`src/rtl/kbms_event_queue_pkg.sv`:
```
// Shared definitions for the keyboard/mouse event queue: register map,
// STATUS bit layout and default FIFO depth.
package kbms_event_queue_pkg;

  localparam int KB_DEPTH_DEFAULT = 8;

  localparam int BUS_W    = 16;
  localparam int MS_W     = 12;
  localparam int MS_BTN_W = 3;

  typedef enum logic [1:0] {
    REG_KBDATA = 2'd0,
    REG_STATUS = 2'd1,
    REG_MSX    = 2'd2,
    REG_MSY    = 2'd3
  } reg_addr_e;

  localparam int ST_KB_NONEMPTY = 0;
  localparam int ST_MS_NEW      = 1;
  localparam int ST_KB_OVF      = 2;
  localparam int ST_COUNT_LO    = 4;
  localparam int ST_COUNT_HI    = 7;
  localparam int ST_KB_IE       = 8;
  localparam int ST_MS_IE       = 9;

  // Buttons sit above a zero gap bit so the x field stays right-aligned.
  function automatic logic [BUS_W-1:0] pack_msx(input logic [MS_BTN_W-1:0] btn,
                                                input logic [MS_W-1:0]     x);
    return {btn, 1'b0, x};
  endfunction

  function automatic logic [BUS_W-1:0] pack_msy(input logic [MS_W-1:0] y);
    return {{(BUS_W-MS_W){1'b0}}, y};
  endfunction

endpackage

```
`src/rtl/kbms_event_queue_sync_fifo.sv`:
```
// Synchronous FIFO with first-word fall-through head and occupancy count.
// Push and pop in one cycle are both honoured, including when full.
module sync_fifo #(
  parameter int DATA_W = 16,
  parameter int DEPTH  = 8,
  localparam int AW    = $clog2(DEPTH)
) (
  input  logic              clk,
  input  logic              reset,
  input  logic              i_push,
  input  logic              i_pop,
  input  logic [DATA_W-1:0] i_wdata,
  output logic [DATA_W-1:0] o_rdata,
  output logic              o_full,
  output logic              o_empty,
  output logic [AW:0]       o_count
);

  localparam logic [AW:0] FULL_CNT = (AW+1)'(DEPTH);

  logic [DATA_W-1:0] r_mem [DEPTH];
  logic [AW-1:0]     r_wr_ptr;
  logic [AW-1:0]     r_rd_ptr;
  logic [AW:0]       r_count;

  logic w_do_pop;
  logic w_do_push;

  assign o_empty   = (r_count == '0);
  assign o_full    = (r_count == FULL_CNT);
  assign o_count   = r_count;
  assign o_rdata   = r_mem[r_rd_ptr];

  // A pop frees the slot the simultaneous push lands in, so full is no obstacle.
  assign w_do_pop  = i_pop & ~o_empty;
  assign w_do_push = i_push & (~o_full | w_do_pop);

  always_ff @(posedge clk) begin
    if (reset) begin
      r_wr_ptr <= '0;
      r_rd_ptr <= '0;
      r_count  <= '0;
    end else begin
      if (w_do_push) r_wr_ptr <= r_wr_ptr + 1'b1;
      if (w_do_pop)  r_rd_ptr <= r_rd_ptr + 1'b1;
      case ({w_do_push, w_do_pop})
        2'b10:   r_count <= r_count + 1'b1;
        2'b01:   r_count <= r_count - 1'b1;
        default: r_count <= r_count;
      endcase
    end
  end

  always_ff @(posedge clk) begin
    if (w_do_push) r_mem[r_wr_ptr] <= i_wdata;
  end

endmodule

```
`src/rtl/kbms_event_queue.sv`:
```
// Keyboard/mouse event queue: keyboard words into a FIFO, latest mouse sample
// in registers, all exposed through a four-register bus with level irq.
module kbms_event_queue
  import kbms_event_queue_pkg::*;
#(
  parameter int KB_DEPTH = KB_DEPTH_DEFAULT
) (
  input  logic                clk,
  input  logic                reset,
  input  logic [BUS_W-1:0]    kb_data,
  input  logic                kb_ready,
  input  logic [MS_W-1:0]     ms_x,
  input  logic [MS_W-1:0]     ms_y,
  input  logic [MS_BTN_W-1:0] ms_button,
  input  logic                ms_ready,
  input  logic [1:0]          bus_addr,
  input  logic                bus_rd,
  input  logic                bus_wr,
  input  logic [BUS_W-1:0]    bus_wdata,
  output logic [BUS_W-1:0]    bus_rdata,
  output logic                bus_ack,
  output logic                irq
);

  localparam int CW = $clog2(KB_DEPTH) + 1;

  logic                r_kb_ready_d;
  logic                r_ms_ready_d;
  logic                r_kb_ovf;
  logic                r_ms_new;
  logic                r_kb_ie;
  logic                r_ms_ie;
  logic [MS_W-1:0]     r_ms_x;
  logic [MS_W-1:0]     r_ms_y;
  logic [MS_BTN_W-1:0] r_ms_btn;
  logic [MS_W-1:0]     r_y_shadow;
  logic [BUS_W-1:0]    r_bus_rdata;
  logic                r_bus_ack;
  logic                r_irq;

  logic                w_kb_rise;
  logic                w_ms_rise;
  logic                w_wr;
  logic                w_rd;
  logic                w_push_req;
  logic                w_pop_req;
  logic                w_kb_drop;
  logic                w_wr_status;
  logic                w_rd_msx;
  logic                w_fifo_full;
  logic                w_fifo_empty;
  logic [CW-1:0]       w_fifo_count;
  logic [BUS_W-1:0]    w_fifo_head;
  logic [BUS_W-1:0]    w_status;
  logic [BUS_W-1:0]    w_rd_data;
  logic                w_unused_wdata;

  function automatic logic [3:0] sat_count(input logic [CW-1:0] c);
    if (32'(c) > 32'd15) return 4'hF;
    else                 return 4'(c);
  endfunction

  function automatic logic [BUS_W-1:0] status_word(input logic          nonempty,
                                                   input logic          ms_new,
                                                   input logic          ovf,
                                                   input logic [CW-1:0] cnt,
                                                   input logic          kb_ie,
                                                   input logic          ms_ie);
    logic [BUS_W-1:0] s;
    s                           = '0;
    s[ST_KB_NONEMPTY]           = nonempty;
    s[ST_MS_NEW]                = ms_new;
    s[ST_KB_OVF]                = ovf;
    s[ST_COUNT_HI:ST_COUNT_LO]  = sat_count(cnt);
    s[ST_KB_IE]                 = kb_ie;
    s[ST_MS_IE]                 = ms_ie;
    return s;
  endfunction

  // Edge detection against the previous cycle's ready levels.
  assign w_kb_rise   = kb_ready & ~r_kb_ready_d;
  assign w_ms_rise   = ms_ready & ~r_ms_ready_d;

  // A simultaneous read and write is treated as a write alone.
  assign w_wr        = bus_wr;
  assign w_rd        = bus_rd & ~bus_wr;

  assign w_push_req  = w_kb_rise & ~reset;
  assign w_pop_req   = w_rd & (bus_addr == REG_KBDATA) & ~reset;
  assign w_kb_drop   = w_push_req & w_fifo_full & ~w_pop_req;
  assign w_wr_status = w_wr & (bus_addr == REG_STATUS);
  assign w_rd_msx    = w_rd & (bus_addr == REG_MSX);

  assign w_unused_wdata = ^{bus_wdata[15:10], bus_wdata[7:3], bus_wdata[1:0]};

  sync_fifo #(
    .DATA_W (BUS_W),
    .DEPTH  (KB_DEPTH)
  ) u_kb_fifo (
    .clk     (clk),
    .reset   (reset),
    .i_push  (w_push_req),
    .i_pop   (w_pop_req),
    .i_wdata (kb_data),
    .o_rdata (w_fifo_head),
    .o_full  (w_fifo_full),
    .o_empty (w_fifo_empty),
    .o_count (w_fifo_count)
  );

  assign w_status = status_word(~w_fifo_empty, r_ms_new, r_kb_ovf, w_fifo_count,
                                r_kb_ie, r_ms_ie);

  always_comb begin
    w_rd_data = '0;
    case (reg_addr_e'(bus_addr))
      REG_KBDATA: w_rd_data = w_fifo_empty ? '0 : w_fifo_head;
      REG_STATUS: w_rd_data = w_status;
      REG_MSX:    w_rd_data = pack_msx(r_ms_btn, r_ms_x);
      REG_MSY:    w_rd_data = pack_msy(r_y_shadow);
      default:    w_rd_data = '0;
    endcase
  end

  // Stage boundary: bus response, status flags and mouse capture registered here.
  always_ff @(posedge clk) begin
    if (reset) begin
      r_kb_ready_d <= 1'b0;
      r_ms_ready_d <= 1'b0;
      r_kb_ovf     <= 1'b0;
      r_ms_new     <= 1'b0;
      r_kb_ie      <= 1'b0;
      r_ms_ie      <= 1'b0;
      r_ms_x       <= '0;
      r_ms_y       <= '0;
      r_ms_btn     <= '0;
      r_y_shadow   <= '0;
      r_bus_rdata  <= '0;
      r_bus_ack    <= 1'b0;
      r_irq        <= 1'b0;
    end else begin
      r_kb_ready_d <= kb_ready;
      r_ms_ready_d <= ms_ready;

      r_bus_ack    <= bus_rd | bus_wr;
      r_bus_rdata  <= w_rd ? w_rd_data : '0;

      if (w_wr_status) begin
        r_kb_ie <= bus_wdata[ST_KB_IE];
        r_ms_ie <= bus_wdata[ST_MS_IE];
      end

      // A fresh drop outranks a clear issued in the same cycle.
      if (w_kb_drop)
        r_kb_ovf <= 1'b1;
      else if (w_wr_status && bus_wdata[ST_KB_OVF])
        r_kb_ovf <= 1'b0;

      if (w_rd_msx)
        r_y_shadow <= r_ms_y;

      // The read sees the old sample; a coincident capture then re-arms ms_new.
      if (w_ms_rise) begin
        r_ms_x   <= ms_x;
        r_ms_y   <= ms_y;
        r_ms_btn <= ms_button;
        r_ms_new <= 1'b1;
      end else if (w_rd_msx) begin
        r_ms_new <= 1'b0;
      end

      r_irq <= (r_kb_ie & ~w_fifo_empty) | (r_ms_ie & r_ms_new);
    end
  end

  assign bus_rdata = r_bus_rdata;
  assign bus_ack   = r_bus_ack;
  assign irq       = r_irq;

endmodule

```
`config.mk`:
```
export PLATFORM = sky130hd
export DESIGN_NAME = kbms_event_queue
export DESIGN_NICKNAME = d
export VERILOG_FILES = /design/src/rtl/kbms_event_queue_pkg.sv /design/src/rtl/kbms_event_queue_sync_fifo.sv /design/src/rtl/kbms_event_queue.sv
export SDC_FILE = /design/constraint.sdc
export NUM_CORES = 1
export LEC_CHECK = 0
export ABC_CLOCK_PERIOD_IN_PS = 5100
export BUFFER_PORTS_ARGS = -buffer_cell sky130_fd_sc_hd__buf_4
export CAP_MARGIN = 15
export CORE_ASPECT_RATIO = 1.75
export CORE_UTILIZATION = 52
export DETAILED_ROUTE_END_ITERATION = 16
export PLACE_DENSITY = 0.8
export REMOVE_ABC_BUFFERS = 1
export SETUP_SLACK_MARGIN = 0.4
export SYNTH_ARGS = -nofsm -noshare
export SYNTH_HDL_FRONTEND = slang
export SYNTH_SLANG_ARGS = --single-unit
```
`constraint.sdc`:
```
create_clock -name clk -period 5.1 [get_ports clk]
set_input_delay 0.51 -clock clk [delete_from_list [all_inputs] [get_ports clk]]
set_output_delay 0.51 -clock clk [all_outputs]
set_load 0.03 [all_outputs]
```
# ---- Word-level counts from Yosys, hierarchy flattened
# Memories as Yosys holds them, arrays and structs flattened. A register that Yosys moved wholly into a read port is not among the register bits.
# Cells that the tools add are included.
dict set report classes {
  muxes 11
  eq_ne 6
  bitwise 25
  reduce_logical 7
  addsub 4
}
# operator n
set op_table {}
lappend op_table {{$pmux 16 s4} 1}
lappend op_table {{$mux 16} 1}
lappend op_table {{$and 1x1->1} 14}
lappend op_table {{$not 1->1} 8}
lappend op_table {{$pmux 4 s2} 1}
lappend op_table {{$add 3x1->3 const B} 2}
lappend op_table {{$eq 2x2->1 const B} 3}
lappend op_table {{$mux 1} 6}
lappend op_table {{$mux 3} 2}
lappend op_table {{$reduce_bool 2->1} 3}
lappend op_table {{$add 4x1->4 const B} 1}
lappend op_table {{$eq 2x1->1 const B} 2}
lappend op_table {{$eq 4x4->1 const B} 1}
lappend op_table {{$logic_not 4->1} 1}
lappend op_table {{$sub 4x1->4 const B} 1}
lappend op_table {{$or 1x1->1} 3}
lappend op_table {{$logic_not 2->1} 1}
lappend op_table {{$reduce_or 2->1} 1}
lappend op_table {{$logic_and 1x1->1} 1}
dict set report totals {
  mem_bits_rw 128
  input_bits 67
  ff_bits 73
  memories 1
}
# memory depth word_bits rd rd_clocked_by_memory_dff wr line
set mem_list {}
lappend mem_list {u_kb_fifo.r_mem 8 16 1 1 1 kbms_event_queue_sync_fifo.sv:21} ;# logic [DATA_W-1:0] r_mem [DEPTH];

# ---- Logic depth before layout (Yosys ltp)
# Gate-level depths: netlist (run 1).
dict set report depth {
  word_depth 9
  mapped_depth 9
  depth_no_buf 7
}

# ---- Cells and area by module
# From an unflattened synthesis (run 1), not the netlist that was laid out.
dict set report unflattened {
  hier_cells 543
  hier_area_um2 8029.0
}
# mod cells_per_inst area_each_um2 instances
set by_module_without_submodules {}
lappend by_module_without_submodules {sync_fifo 268 5685.5 1}
lappend by_module_without_submodules {kbms_event_queue 275 2343.5 1}

# ---- Worst setup path before layout (run 1)
# OpenSTA, ideal clock, no wires.
dict set report synth_timing {
  kind {input to register}
  startpoint {in reset}
  endpoint {mem u_kb_fifo.r_mem[0][0], enable pin}
  n_path_buf 1
  arrival_ps 2901
  slack_ps 1769
  required_time_ps 4670
  stages 4
  path_cell_list {buf_6 > nor3b_2 > nand2_1 > nor4_1}
}
dict set report synth_between {
  elab_chain_cells 7
  elab_cells_between_ends 8
  classes_between {mux: 2; bitwise: 6}
}
# item line
set synth_rtl {}
lappend synth_rtl {{from (decl)} kbms_event_queue.sv:9} ;# input logic reset,
lappend synth_rtl {{$not 1->1 *} {kbms_event_queue.sv:88, kbms_event_queue.sv:89}}
lappend synth_rtl {{$and 1x1->1} kbms_event_queue.sv:89} ;# assign w_pop_req = w_rd & (bus_addr == REG_KBDATA) & ~reset;
lappend synth_rtl {{$and 1x1->1} kbms_event_queue_sync_fifo.sv:35} ;# assign w_do_pop = i_pop & ~o_empty;
lappend synth_rtl {{$or 1x1->1} kbms_event_queue_sync_fifo.sv:36} ;# assign w_do_push = i_push & (~o_full | w_do_pop);
lappend synth_rtl {{$and 1x1->1 *} kbms_event_queue_sync_fifo.sv:36}
lappend synth_rtl {{$mux 1 *} kbms_event_queue_sync_fifo.sv:55} ;# if (w_do_push) r_mem[r_wr_ptr] <= i_wdata;
lappend synth_rtl {{$mux 1 (not written as such) *} kbms_event_queue_sync_fifo.sv:55}
lappend synth_rtl {{to (decl)} kbms_event_queue_sync_fifo.sv:21}
# Every way passes the cells marked *; elsewhere a longest branch is shown, timed or not.

# ---- Worst setup path in the final report (run 1)
dict set report layout_timing {
  startpoint {in reset}
  endpoint {mem u_kb_fifo.r_mem[2][1], enable pin}
}
# The elaborated chain is that of the path after synthesis.

==> impl_summary.md, run 1 <==
Floorplanning
For this design the top-level I/O count stands at 85. The floorplan step defined a die boundary enclosing 15500 µm². For this configuration, the core starts out at a cell density of 0.5371. Measured along the x axis, the die boundary spans between 90 and 100 µm.

The placeable core region is between 10000 and 15000 µm². From bottom edge to top edge, the die measures 164.0 µm. The placement row count is 58.

Pwr
Of the total power, combinational logic draws 0.048. Of the total power, the share spent switching nets is 0.2015. The net switching power is 678.0 µW. The internal power of the cells totals roughly 2700 µW.

The completed layout was analyzed and its total power is 3364 µW. The maximum vdd ir drop is 0.0002760 V. Dividing total power by cell area gives a power density of roughly 370 nW/µm². For this design the static power due to leakage is between 0.003 and 0.004 µW. Of the total power, registers draw 0.535.

The clock share of power is 0.418.

Detailed routing
The average wire per standard cell is approximately 20 µm. For this block, the initial DRC count from the detailed router was about 280. The remaining routing DRC violations is 0. In the routed layout, each cell is associated on average with a via count of just under 6. The post-detailed-routing wire length is roughly 16000 µm. The total number of vias is between 4000 and 5000. The first detailed-routing pass took 5 iterations.

The remaining number of nets flagged by the antenna check after routing is 0.

Placed design
Detailed placement finished with a half-perimeter wire length of 10060 µm. The instance area at placement is between 8000 and 9000 µm². The final RePlAce weighted congestion is approximately 0.79. The number of buffer cells added on primary ports is a little over 70.

Synth
Averaged over all synthesized cells, the footprint is 14.62 µm². Counting flops with a built-in enable in the synthesized netlist gives ~130. After technology mapping, the gate count stands at 533. The mapped netlist covers 7795 µm². The proportion of synthesized flip-flops having asynchronous set or reset is 0. For this run, the number of Yosys warnings is 0. The unique cell type count in the Yosys netlist is 41.

The total of flip-flops plus latches after synthesis is about 200. For this run, the leading register cell type out of synthesis is sky130_fd_sc_hd__edfxtp_1. The portion of the post-synthesis area used by sequential elements is 0.6883.

Timing
Adding up every negative setup slack in the final design gives 0 ns. The clock skew is around 0.0074 ns. The final hold violation count came to 0.

Setup violations remaining at the end of the flow were counted as 0. Setup repair after global routing left no endpoint under its margin. For the pin with the worst max-slew slack, the measured transition is between 1 and 1.5 ns. The tightest slew margin relative to the limit is 0.2570. The number of pins with negative max-slew slack in the final report is 0. The worst path in the final design needs a cycle of about 2.7 ns, including I/O delays and setup. The upper clock frequency limit is around 0.37 GHz. The share of the cycle needed by the critical path after routing is 0.5313.

Worst setup path
For this design, the slowest cell found on the critical path is sky130_fd_sc_hd__nor3_4. Of all nets on the critical path, the largest fanout is 64. The kind of start point of the critical path is an input port.

The critical path arrival is about 2.8 ns. In this design, the stage delay of the slowest critical-path cell is 0.92 ns. The critical path is of the in2reg type. In this design, the largest share of critical-path delay is due to simple AND/OR/NAND/NOR gates. The signal on the critical path passes through buf_4 -> nor3b_2 -> nand2_1 -> nor3_4. The number of buffers and inverters on the critical path is 1.

For the worst setup path, the data required time is about 5.2 ns. The kind of capture point of the worst setup path is a flop.

GRT
The via count of the first global-routing pass was 4743. The all-layer global routing usage is 0.2127. Entering global routing, the biggest net connects 65 pins. The initial antenna violation count is 0.

Global routing finished with a remaining overflow of 0. The wire length of the first global-routing pass is about 25000 µm.

CTS
The clock passes through at most 3 buffers. In this run the number of H-tree levels came out at 1. The clock latency of the later-clocked register in the worst-skew pair is 0.47 ns. Post-CTS repair changed the size of 0 cells. Buffers added to address setup during post-CTS repair amount to 0. Buffers inserted during clock tree synthesis total 19. The cell chosen for the clock root is sky130_fd_sc_hd__clkbuf_16. The clock transition at the register clock pins on the worst setup and hold paths after CTS is 0.06 ns. The number of hold buffers added after cts is 0. CTS saw ~200 sinks. TritonCTS built the clock tree.

Layout
The share of post-route cells with drive strength above 1 is 0.2639. The count of nets after finishing is approximately 670. The end-of-flow core utilization is 0.6292. The repair_antennas step left the layout with diodes totalling 0. The layout has just over 1000 filler cells. In the layout the commonest cells are sky130_fd_sc_hd__edfxtp_1 (128), sky130_fd_sc_hd__nand2_1 (85), sky130_fd_sc_hd__dfxtp_1 (75).

The area growth from synthesis to layout is 17.16%. The library cell used most frequently in the layout, excluding fill and tap cells, is sky130_fd_sc_hd__edfxtp_1. The post-route cell area is ~9100 µm².

Job
The number of max-capacitance violations reported is 0.

Status
The run finished with clean final reports.

Worst hold path
The path class of the tightest hold or removal check is in2reg.
-- logic make-up after synthesis --
group / synth area share
mux: 0.1380
xor+xnor: 0.003371
fa+ha+maj: 0.004816
compound gates: 0.05971
simple gates: 0.08780
flops: 0.6883
buf+inv: 0.01798
-- per-layer routing --
| layer | routed length, µm | vias to the layer above | GRT usage |
|---|---|---|---|
| met1 | 5818 | 2279 | 0.2390 |
| li1 | - | 2137 | - |
| met5 | 0 | - | 0 |
| met3 | 791 | 47 | 0.03333 |
| met4 | 572 | 0 | 0.09642 |
| met2 | 8725 | 143 | 0.3890 |
-- per-stage QoR --
| step | setup slack (ns) | instances | hold slack (ns) |
|---|---|---|---|
| 2_1_floorplan | 1.893 | 502 | 0.4249 |
| 3_3_place_gp | 1.972 | 756 | 0.4397 |
| 3_5_place_dp | 1.884 | 756 | 0.4490 |
| 4_1_cts | 2.346 | 789 | 0.2536 |
| 5_1_grt | 2.196 | 790 | 0.2580 |
| 6_report | 2.390 | 790 | 0.2637 |
-- state kept, by name (all words and copies together), names as in the netlist, named ones only --
register	count
irq	1
r_kb_ready_d	1
u_kb_fifo.r_rd_ptr	3
r_y_shadow	12
r_ms_x	12
u_kb_fifo.o_count	4
u_kb_fifo.r_wr_ptr	3
r_ms_ie	1
bus_rdata	16
r_kb_ie	1
r_ms_new	1
r_kb_ovf	1
bus_ack	1
r_ms_ready_d	1
u_kb_fifo.r_mem	128
r_ms_btn	3
r_ms_y	12
-- worst paths after layout --
kind         slack (ns)                    start                              end  cells after the start
max                2.39                    reset  u_kb_fifo.r_mem[2][1]$_DFFE_PP_                      4
min                0.26                 ms_ready          r_ms_ready_d$_SDFF_PP0_                      2
max reg2reg        2.52  r_kb_ready_d$_SDFF_PP0_  u_kb_fifo.r_mem[2][1]$_DFFE_PP_                      3
min reg2reg        0.46  r_ms_y[11]$_SDFFE_PP0P_      r_y_shadow[11]$_SDFFE_PP0P_                      2
-- final cells by class --
class	instances	area, µm²	share of cell area
sequential	204	5366	0.5876
multi-input combinational	297	2351	0.2574
timing repair buffer	75	570.5	0.06247
clock buffer	23	490.5	0.05371
tap	180	225.2	0.02466
clock inverter	10	125.1	0.01370
inverter	1	3.754	0.0004110
-- power groups by stage --
| stage | logic [µW] | clock network (µW) | registers, µW |
|---|---|---|---|
| 6_report | 161 | 1400 | 1800 |
| 5_1_grt | 176 | 1480 | 1800 |
| 4_1_cts | 161 | 1420 | 1800 |
| 3_5_place_dp | 160 | 0 | 1830 |
| 3_3_place_gp | 154 | 0 | 1830 |
| 2_1_floorplan | 71.1 | 0 | 1830 |
-- cells in the mapped netlist (all sizes together) (3+ instances only) --
| library cell | n | share of area |
|---|---|---|
| mux4 | 32 | 0.092 |
| nand3 | 6 | 0.0039 |
| nor2 | 18 | 0.0087 |
| nor4 | 3 | 0.0043 |
| o21ai | 7 | 0.0045 |
| clkbuf | 24 | 0.012 |
| nand2b | 6 | 0.0048 |
| edfxtp | 128 | 0.49 |
| buf | 7 | 0.0059 |
| a22oi | 11 | 0.011 |
| mux2 | 9 | 0.013 |
| ha | 3 | 0.0048 |
| nor2b | 5 | 0.0040 |
| nand2 | 85 | 0.041 |
| xor2 | 3 | 0.0034 |
| a21oi | 47 | 0.030 |
| mux2i | 25 | 0.032 |
| o22ai | 12 | 0.0096 |
| nor3 | 6 | 0.0039 |
| dfxtp | 76 | 0.20 |
-- worst reg2reg max path, cell delays in order (launching register included) --
cell and delay, ns:
sky130_fd_sc_hd__dfxtp_1 0.32, sky130_fd_sc_hd__nor3b_2 0.55, sky130_fd_sc_hd__nand2_1 0.39, sky130_fd_sc_hd__nor3_4 0.92
(Power assumes the default switching activity.)
==> run 2, diff against run 1 <==
- ABC_CLOCK_PERIOD_IN_PS: 5100 -> 2550
- clock period: 5.1 -> 2.55 ns (I/O delays scaled with it)
==> run 2 against run 1 <==
- hold slack lost 0.26 ns
- cell count up 3.4%
- design area is 2.4% higher
- clock skew is 0.0049 ns higher
- clock-buffer cell count increased by 2
- via count up 0.72%
- critical path depth is 1 higher
- sequential power increased by 100%
- non-clock buffer count rose by 28
- worst setup slack lost 1.9 ns
- clock power is 100% higher
- largest cell class unchanged
==> impl_summary.md, run 2 (same netlist as run 1, synthesis figures left out) <==
Status
The flow ran to the end, and the final reports show no timing, DRC or antenna violations.

Timing
The upper clock frequency limit is between 0.4 and 0.5 GHz. The final hold violation count was 0 (unchanged). The tightest slew margin relative to the limit is 0.4768 (+0.2198).

The number of setup violations in the final report is 0 (unchanged). The minimum clock period is 2.078 ns. The transition time of the tightest slew-check pin is 0.7837 ns (-0.3308 ns).

Setup repair after global routing left no endpoint under its margin. The clock skew was 0.01238 ns (+0.004930 ns). The final-layout setup total negative slack came to 0 ns (unchanged). Dividing the final minimum period by the clock period gives 0.8148. The number of pins with negative max-slew slack in the final report is 0 (unchanged).

Job
The number of max-capacitance violations reported is 0 (unchanged).

Pwr
The leakage power is 0.003252 µW (+4.7%). The cell area power density is 720.9 nW/µm² (+96%). The overall power came to 6739 µW (+100%). The maximum vdd ir drop was 0.0004574 V (+66%).

Worst setup path
The startpoint-to-endpoint class of the critical path is reg2reg. The critical path arrival is 2.29 ns (-0.51 ns). The worst register-to-register path begins at u_kb_fifo.o_count[0]$_SDFFE_PP0P_. The required time reported for the critical path endpoint was 2.76 ns (-2.43 ns). The largest fanout on the critical path is 16 (-75%). The cell depth of the worst flop-to-flop path is 5 (+2).

The worst setup path is launched from a flop. The reg-to-reg setup timing slack is 0.47 ns (-2.05 ns). The worst setup path is captured at a flop.

In this run the critical register-to-register path is captured at u_kb_fifo.r_mem[0][13]$_DFFE_PP_.

GRT
The met2 track utilization from global routing is 0.4081 (+0.01910). The pin count of the biggest net entering global routing is 33 (-49%). The wire length of the first global-routing pass is 25450 µm (+2.5%).

The met1 track demand over resource came to 0.2441 (+0.005141). The initial antenna violation count was 0 (unchanged). The total congestion overflow after global routing was 0 (unchanged).

The all-layer global routing usage is 0.2197 (+0.006993). The fraction of met3 tracks used by global routing is 0.03241 (-0.0009259). The most heavily used metal layer in global routing is met2. The via count of the first global-routing pass was 4965 (+4.7%).

Detailed routing
The remaining routing DRC violations was 0 (unchanged). The total iterations of the first detailed-routing run is 5 (unchanged). The remaining number of nets flagged by the antenna check after routing is 0 (unchanged). The via density per instance was 5.678 (-2.6%). The count of routing violations after the opening detailed-route iteration is 207 (-26%). The post-detailed-routing wire length is 16230 µm (+2.0%). The average wire per standard cell is 19.87 µm (-1.3%). The total number of vias is 4639 (+0.72%).

Floorplanning
The overall die width is 94.55 µm (unchanged). The area of the die is 15500 µm² (unchanged). The top-level I/O count is 85 (unchanged). The effective utilization at floorplan is 0.5371 (unchanged).

The placeable core region was 14510 µm² (unchanged). The die outline height came to 164.0 µm (unchanged). The placement row count was 58 (unchanged).

Worst hold path
The cell depth of the worst hold path is 2 (unchanged). The path class of the tightest hold or removal check is in2reg. The startpoint identified for the worst hold timing path is ms_ready. The worst hold endpoint is r_ms_ready_d$_SDFF_PP0_.

Placed design
The number of buffer cells added on primary ports is 71 (unchanged). The post-detailed-placement half-perimeter wirelength is 10450 µm (+3.9%). The final RePlAce weighted congestion is 0.7863 (-0.41%).

CTS
The clock transition at the register clock pins on the worst setup and hold paths after CTS is 0.06 ns (about the same). The cell sitting at the root of the clock tree is a sky130_fd_sc_hd__clkbuf_16. The CTS H-tree depth came to 1 (unchanged). The clock tree buffer depth is 3 (unchanged). The clock buffer count from CTS came to 18 (-1). The number of clock sinks seen by CTS is 204 (unchanged). The clock latency of the later-clocked register in the worst-skew pair is 0.48 ns (about the same). The CTS tree is built.

Layout
u_kb_fifo.r_mem holds more flip-flops than any other register. The relative area change from synthesis to final layout is 19.94%. The share of post-route cells with drive strength above 1 was 0.2747 (+0.01079).

The count of nets after finishing came to 695 (+4.0%). In the layout the commonest cells are sky130_fd_sc_hd__edfxtp_1 (128), sky130_fd_sc_hd__buf_4 (90), sky130_fd_sc_hd__nand2_1 (85). The end-of-flow core utilization is 0.6441 (+0.01491).

The number of diodes added for antenna fixing is 0 (unchanged). The count of fill cells added during filler insertion is 1027 (-0.29%). The leading cell type in the layout, fill and taps excluded is sky130_fd_sc_hd__edfxtp_1. The flip-flop count of the largest register after layout came to 128 (unchanged).
## run 2: per-stage QoR
stage / instance area (µm²) / hold slack (ns) / setup WS (ns) / cells
final: 9349 / 0.005985 / 0.4723 / 817
after global routing: 9349 / 0.007501 / 0.4130 / 817
after CTS: 9339 / 0.0003690 / 0.4003 / 817
after detailed placement: 8610 / 0.4468 / 0.2692 / 773
after global placement: 8610 / 0.4409 / 0.3062 / 773
after floorplan: 7659 / 0.3241 / -0.4323 / 502
## run 2: area by class of cell
cell class	instances	area (µm²)	share of cell area
sequential	204	5366	0.5740
multi-input combinational	297	2328	0.2491
timing repair buffer	103	815.8	0.08726
clock buffer	25	498.0	0.05327
tap	180	225.2	0.02409
clock inverter	7	111.4	0.01191
inverter	1	3.754	0.0004015
## run 2: worst max-delay path: stages (launching register included)
cell,delay (ns)
sky130_fd_sc_hd__dfxtp_1,0.43
sky130_fd_sc_hd__or4b_4,0.63
sky130_fd_sc_hd__a21o_1,0.21
sky130_fd_sc_hd__nand2_1,0.22
sky130_fd_sc_hd__nor4_2,0.07
sky130_fd_sc_hd__buf_4,0.24
## run 2: how the worst max path moves through the flow
stage | startpoint | endpoint
6_report | u_kb_fifo.o_count[0]$_SDFFE_PP0P_ | u_kb_fifo.r_mem[0][13]$_DFFE_PP_
5_1_grt | u_kb_fifo.o_count[0]$_SDFFE_PP0P_ | u_kb_fifo.r_mem[1][5]$_DFFE_PP_
3_5_place_dp | reset | u_kb_fifo.o_count[2]$_SDFFE_PP0P_
3_3_place_gp | reset | u_kb_fifo.o_count[2]$_SDFFE_PP0P_
2_1_floorplan | r_kb_ready_d$_SDFF_PP0_ | u_kb_fifo.r_mem[0][0]$_DFFE_PP_
4_1_cts | u_kb_fifo.o_count[0]$_SDFFE_PP0P_ | u_kb_fifo.r_mem[1][5]$_DFFE_PP_
## run 2: where the power goes
group	total, µW	internal (µW)	switching (µW)
Combinational	344	160	185
Sequential	3600	3560	39.0
Clock	2800	1670	1120
Total	6740	5390	1350
## run 2: repair_timing
action,in CTS,in global routing
resized for setup,0,2
hold buffers,12,0
hold endpoints to repair,69,0
setup endpoints to repair,0,111
buffers inserted,0,0
## run 2: layer usage
layer / share of wire / vias to the layer above
met5: 0 / -
met4: 0.036 / 0
met3: 0.040 / 42
met2: 0.55 / 127
met1: 0.38 / 2290
li1: - / 2180
